[config.mk]
export PLATFORM = sky130hd
export DESIGN_NAME = slow_to_fast_capture
export DESIGN_NICKNAME = d
export VERILOG_FILES = /design/src/rtl/osc_sync_pkg.sv /design/src/rtl/sync_2ff.sv /design/src/rtl/slow_to_fast_capture.sv
export SDC_FILE = /design/constraint.sdc
export NUM_CORES = 1
export LEC_CHECK = 0
export ABC_AREA = 1
export ABC_CLOCK_PERIOD_IN_PS = 2500
export CAP_MARGIN = 0
export CORE_ASPECT_RATIO = 1.5
export CORE_MARGIN = 2
export CORE_UTILIZATION = 35
export DETAILED_ROUTE_END_ITERATION = 10
export SYNTH_ARGS = -nofsm -noshare
export SYNTH_HDL_FRONTEND = slang
export SYNTH_HIERARCHICAL = 1
export SYNTH_SLANG_ARGS = --single-unit
[constraint.sdc]
create_clock -name fast_clk -period 2.5 [get_ports fast_clk]
set_input_delay 0.375 -clock fast_clk [delete_from_list [all_inputs] [get_ports fast_clk]]
set_output_delay 0.375 -clock fast_clk [all_outputs]
set_load 0.02 [all_outputs]
[src/rtl/osc_sync_pkg.sv]
// Types and constants shared by the fast-domain receivers.
package osc_sync_pkg;

  localparam int SAMPLE_W = 12;

  typedef enum logic [0:0] {
    CAP_IDLE   = 1'b0,
    CAP_SETTLE = 1'b1
  } cap_state_t;

endpackage

[src/rtl/sync_2ff.sv]
// Single-bit two-flop synchronizer with asynchronous reset to 0.
module sync_2ff (
  input  logic clk,
  input  logic rst,
  input  logic d,
  output logic q
);

  logic sync1_d;
  logic sync1_q;
  logic sync2_d;
  logic sync2_q;

  // next-state for the synchronizer chain
  always_comb begin
    sync1_d = d;
    sync2_d = sync1_q;
  end

  // synchronizer flops
  always_ff @(posedge clk or posedge rst) begin
    if (rst) begin
      sync1_q <= 1'b0;
      sync2_q <= 1'b0;
    end else begin
      sync1_q <= sync1_d;
      sync2_q <= sync2_d;
    end
  end

  assign q = sync2_q;

endmodule

[src/rtl/slow_to_fast_capture.sv]
// Fast-domain capture of sample words launched on slow_clk rising edges,
// with valid/ready output, sticky overrun and slow-clock-loss detection.
module slow_to_fast_capture
  import osc_sync_pkg::*;
#(
  parameter int WIDTH          = SAMPLE_W,
  parameter int SETTLE_CYCLES  = 2,
  parameter int TIMEOUT_CYCLES = 64
) (
  input  logic             fast_clk,
  input  logic             reset,
  input  logic             slow_clk_in,
  input  logic [WIDTH-1:0] d_slow,
  output logic [WIDTH-1:0] q,
  output logic             q_valid,
  input  logic             q_ready,
  input  logic             clr_overrun,
  output logic             overrun,
  output logic             slow_clk_lost
);

  localparam int SCW = (SETTLE_CYCLES > 1) ? $clog2(SETTLE_CYCLES) : 1;
  localparam int TCW = $clog2(TIMEOUT_CYCLES + 1);
  localparam logic [SCW-1:0] SETTLE_LAST = SCW'(SETTLE_CYCLES - 1);
  localparam logic [SCW-1:0] SETTLE_ONE  = SCW'(1);
  localparam logic [SCW-1:0] SETTLE_ZERO = SCW'(0);
  localparam logic [TCW-1:0] TIMEOUT_MAX = TCW'(TIMEOUT_CYCLES);
  localparam logic [TCW-1:0] TIMEOUT_ONE = TCW'(1);
  localparam logic [TCW-1:0] TIMEOUT_ZRO = TCW'(0);

  logic             sync2;
  logic             sync3_d,       sync3_q;
  logic [1:0]       warm_d,        warm_q;
  logic             primed_d,      primed_q;
  logic             rise_det;
  cap_state_t       state_d,       state_q;
  logic [SCW-1:0]   settle_cnt_d,  settle_cnt_q;
  logic             capture;
  logic [WIDTH-1:0] q_d,           q_q;
  logic             q_valid_d,     q_valid_q;
  logic             overrun_d,     overrun_q;
  logic [TCW-1:0]   timeout_cnt_d, timeout_cnt_q;
  logic             lost_d,        lost_q;

  sync_2ff u_sync (
    .clk (fast_clk),
    .rst (reset),
    .d   (slow_clk_in),
    .q   (sync2)
  );

  // Edge detect. warm_q marks when sync2 holds a real sample rather than its
  // reset value, so a level that is already high at reset release never primes.
  always_comb begin
    sync3_d  = sync2;
    warm_d   = {warm_q[0], 1'b1};
    primed_d = primed_q | (warm_q[1] & ~sync2);
    rise_det = sync2 & ~sync3_q & primed_q;
  end

  // capture FSM: a new edge during settling restarts the wait
  always_comb begin
    state_d      = state_q;
    settle_cnt_d = settle_cnt_q;
    capture      = 1'b0;
    case (state_q)
      CAP_IDLE: begin
        if (rise_det) begin
          state_d      = CAP_SETTLE;
          settle_cnt_d = SETTLE_ZERO;
        end else begin
          state_d      = CAP_IDLE;
        end
      end
      CAP_SETTLE: begin
        if (rise_det) begin
          settle_cnt_d = SETTLE_ZERO;
        end else if (settle_cnt_q == SETTLE_LAST) begin
          capture      = 1'b1;
          state_d      = CAP_IDLE;
          settle_cnt_d = SETTLE_ZERO;
        end else begin
          settle_cnt_d = settle_cnt_q + SETTLE_ONE;
        end
      end
      default: begin
        state_d      = CAP_IDLE;
        settle_cnt_d = SETTLE_ZERO;
      end
    endcase
  end

  // output word, handshake and sticky overrun (set beats clear)
  always_comb begin
    q_d       = q_q;
    q_valid_d = q_valid_q;
    overrun_d = overrun_q;
    if (capture) begin
      q_d       = d_slow;
      q_valid_d = 1'b1;
    end else if (q_valid_q && q_ready) begin
      q_valid_d = 1'b0;
    end else begin
      q_valid_d = q_valid_q;
    end
    if (capture && q_valid_q && !q_ready) begin
      overrun_d = 1'b1;
    end else if (clr_overrun) begin
      overrun_d = 1'b0;
    end else begin
      overrun_d = overrun_q;
    end
  end

  // saturating slow-clock watchdog
  always_comb begin
    if (rise_det) begin
      timeout_cnt_d = TIMEOUT_ZRO;
    end else if (timeout_cnt_q == TIMEOUT_MAX) begin
      timeout_cnt_d = timeout_cnt_q;
    end else begin
      timeout_cnt_d = timeout_cnt_q + TIMEOUT_ONE;
    end
    lost_d = (timeout_cnt_d == TIMEOUT_MAX);
  end

  // state registers
  always_ff @(posedge fast_clk or posedge reset) begin
    if (reset) begin
      sync3_q       <= 1'b0;
      warm_q        <= 2'b00;
      primed_q      <= 1'b0;
      state_q       <= CAP_IDLE;
      settle_cnt_q  <= SETTLE_ZERO;
      q_q           <= {WIDTH{1'b0}};
      q_valid_q     <= 1'b0;
      overrun_q     <= 1'b0;
      timeout_cnt_q <= TIMEOUT_ZRO;
      lost_q        <= 1'b0;
    end else begin
      sync3_q       <= sync3_d;
      warm_q        <= warm_d;
      primed_q      <= primed_d;
      state_q       <= state_d;
      settle_cnt_q  <= settle_cnt_d;
      q_q           <= q_d;
      q_valid_q     <= q_valid_d;
      overrun_q     <= overrun_d;
      timeout_cnt_q <= timeout_cnt_d;
      lost_q        <= lost_d;
    end
  end

  assign q             = q_q;
  assign q_valid       = q_valid_q;
  assign overrun       = overrun_q;
  assign slow_clk_lost = lost_q;

endmodule

==> summary.txt <==
STA
  • Achievable Freq: about 0.61 GHz
  • Final Cycle Share: 65.3%
  • Slew Limit Fails: 0
  • Final hold violation count: 0
  • Crit path time final: 1.63 ns
  • Setup Skew: ~0.0050 ns
  • RSZ-0062 raised after global routing: no
  • Setup TNS: 0 ns
  • Setup violators final: 0

Clocking
  • Post-CTS Setup Bufs: 0
  • Clock tree sinks: 30
  • H-tree levels: 2
  • Clk pin slew, worst setup/hold paths: about 0.060 ns
  • Root Driver: clkbuf_8
  • Post-cts resize count: 0
  • Clock latency on the worst-skew pair: 0.28 ns
  • CTS Buffer Depth: 2
  • Hold buffer count at CTS: 0
  • Num CTS Buffers: 5
  • CTS tree: built

Flow run
  • Max cap viols: 0

Drt
  • DRC: 0
  • Via density: 4.38
  • Post-route ant nets: 0
  • Wire per inst: between 10 and 15 µm
  • Drt total wl: 2470 µm
  • Vias: a little under 1,000
  • Total iterations of the first detailed-routing run: 4
  • 1st-iter DRT viols: 15

Layout
  • Share of cells above drive strength 1: 12.6%
  • Area delta synth->final: 34.1%
  • Finished Cell Area: 1780 µm²
  • Most common cell after layout, fill and taps aside: nand2_1
  • Register Area: around 750 µm²
  • Diode count: 0
  • Final-stage net count: 200
  • Final core utilization: 48.7%
  • Area occupied by multi-input gates: 458 µm²
  • Most frequent cells in the layout: nand2_1, clkdlybuf4s50_1, dfrtp_1, inv_1, clkbuf_8
  • Largest register FFs: 12
  • Non-Filler Instances: about 230
  • Fill cell count: between 300 and 400

Yosys
  • Gate Count Post-Synth: 145
  • Sequential area share after synthesis: 56.7%
  • Avg Inst Size Synth: approximately 9.1 µm²
  • Synth warn: 6
  • Yosys cell types: 26
  • Post-synth EDFFs: 0
  • Mapped Area: 1330 µm²
  • Main synth FF type: dfrtp_1
  • Post-synth net total: 164
  • #FFs+latches synth: 30
  • FFs w/ async S/R, synth: 100%

Global routing
  • First-pass GRT wire length: 4400 µm
  • Initial antenna violation count: 0
  • Vias in the first global route: 1,060
  • GR Overflow Total: 0
  • GRT Resource Usage Total: about 14%
  • Largest net degree at the start of global routing: 29

Worst setup path
  • Critical R2R Capture: slow_clk_lost
  • Critical Path Source Type: register
  • Worst Path Max Fanout: 3
  • Worst setup path class: register to output pin
  • Critical Path RT: 2.12 ns
  • Kind of end point of the critical path: output pin
  • Critical-path cell list: clkdlybuf4s50_1
  • RR Startpoint: timeout_cnt_q[0]
  • Delay-heaviest family, CP: buffers and inverters
  • Max stage delay on crit path: about 0.6 ns
  • Slowest-stage cell, CP: clkdlybuf4s50_1
  • FF-to-FF setup slack: 1.18 ns
  • Critical Path AT: between 1 and 1.5 ns
  • CP Buf/Inv Count: 1
  • Worst R2R Path Depth: 9

Status
  • Run status: complete, no violations

Placement
  • Final HPWL DP: around 1800 µm
  • Cells after DPL: approximately 220
  • Placer congestion estimate: 0.699
  • Dpl cell area: 1670 µm²
  • PortBufs: 31

Pwr
  • Total power: 0.00189 W
  • VDD IR max: 606 µV
  • Leakage power: approximately 0.90 nW
  • Pwr/cell area: roughly 1100 nW/µm²

Floorplanning
  • Initial core utilization: 36.3%
  • Die ar.: 4300 µm²
  • Die Height: between 70 and 80 µm
  • Io pins: 32
  • Cell row count: 27
  • Core area: 3650 µm²
  • Horiz. Die Dim: 54.2 µm

Hold path
  • Worst min path class: input port to asynchronous set/reset pin
==> worst max-delay path by stage <==
stage	from	end	depth (start not counted)
2_1_floorplan	timeout_cnt_q[0]	slow_clk_lost	9
6_report	q_valid	q_valid	1
3_3_place_gp	q_valid	q_valid	1
3_5_place_dp	q_valid	q_valid	1
4_1_cts	q_valid	q_valid	1
5_1_grt	q_valid	q_valid	1
==> layout make-up <==
cell class / count / share of cell area [%]
Tap cell: 43 / 3.03
Timing Repair Buffer: 32 / 17.9
Clock buffer: 8 / 6.20
Inverter: 23 / 4.86
Sequential cell: 30 / 42.3
Multi-Input combinational cell: 89 / 25.8
==> cell families (layout without fill, tap and decap cells) <==
family                     Yosys count  count (layout)  synth area share, %
adders and majority gates            2               2                 1.89
xor gates and xnor gates             2               2                 1.32
buffers and inverters               26              63                 8.78
DFF                                 30              30                 56.7
AOI/OAI and AO/OA                    7               7                 3.68
and+or+nand+nor                     77              77                 27.4
other                                1               1                0.283
==> synth_stat cells, types with 2 or more instances <==
| cell | count | area (µm²) |
|---|---|---|
| nand3_2 | 2 | 20.0 |
| nor2_1 | 5 | 18.8 |
| inv_2 | 2 | 7.51 |
| nand4_1 | 3 | 18.8 |
| dfrtp_1 | 30 | 751 |
| o21ai_0 | 2 | 10.0 |
| nand2_2 | 2 | 12.5 |
| buf_6 | 2 | 22.5 |
| nand2_1 | 51 | 191 |
| nor2_2 | 3 | 18.8 |
| nand3_1 | 7 | 35.0 |
| inv_1 | 21 | 78.8 |
| ha_1 | 2 | 25.0 |
==> metrics by stage <==
step                setup slack (ns)  hold WS [ns]
CTS                            0.849         0.254
floorplan                       1.32         0.116
global placement                1.18         0.334
detailed placement              1.17         0.335
finish                         0.866         0.262
global route                   0.819         0.264
==> per-layer routing <==
metal / global-route usage [%] / vias to the layer above / wire, µm
li1: - / 509 / -
met1: 15.0 / 444 / 1000
met2: 23.4 / 29 / 1250
met3: 6.02 / 4 / 176
met4: 5.25 / 0 / 40
met5: 0 / - / 0
==> report_power, final <==
part           internal [W]  switching [W]  total (W)  leakage (nW)
Combinational      0.000314       0.000384   0.000698         0.475
Clock              0.000278       0.000174   0.000452        0.0575
Sequential         0.000635       0.000107   0.000742         0.372
Total               0.00123       0.000666    0.00189         0.904
No activity file was read; power rests on OpenSTA's default activity.
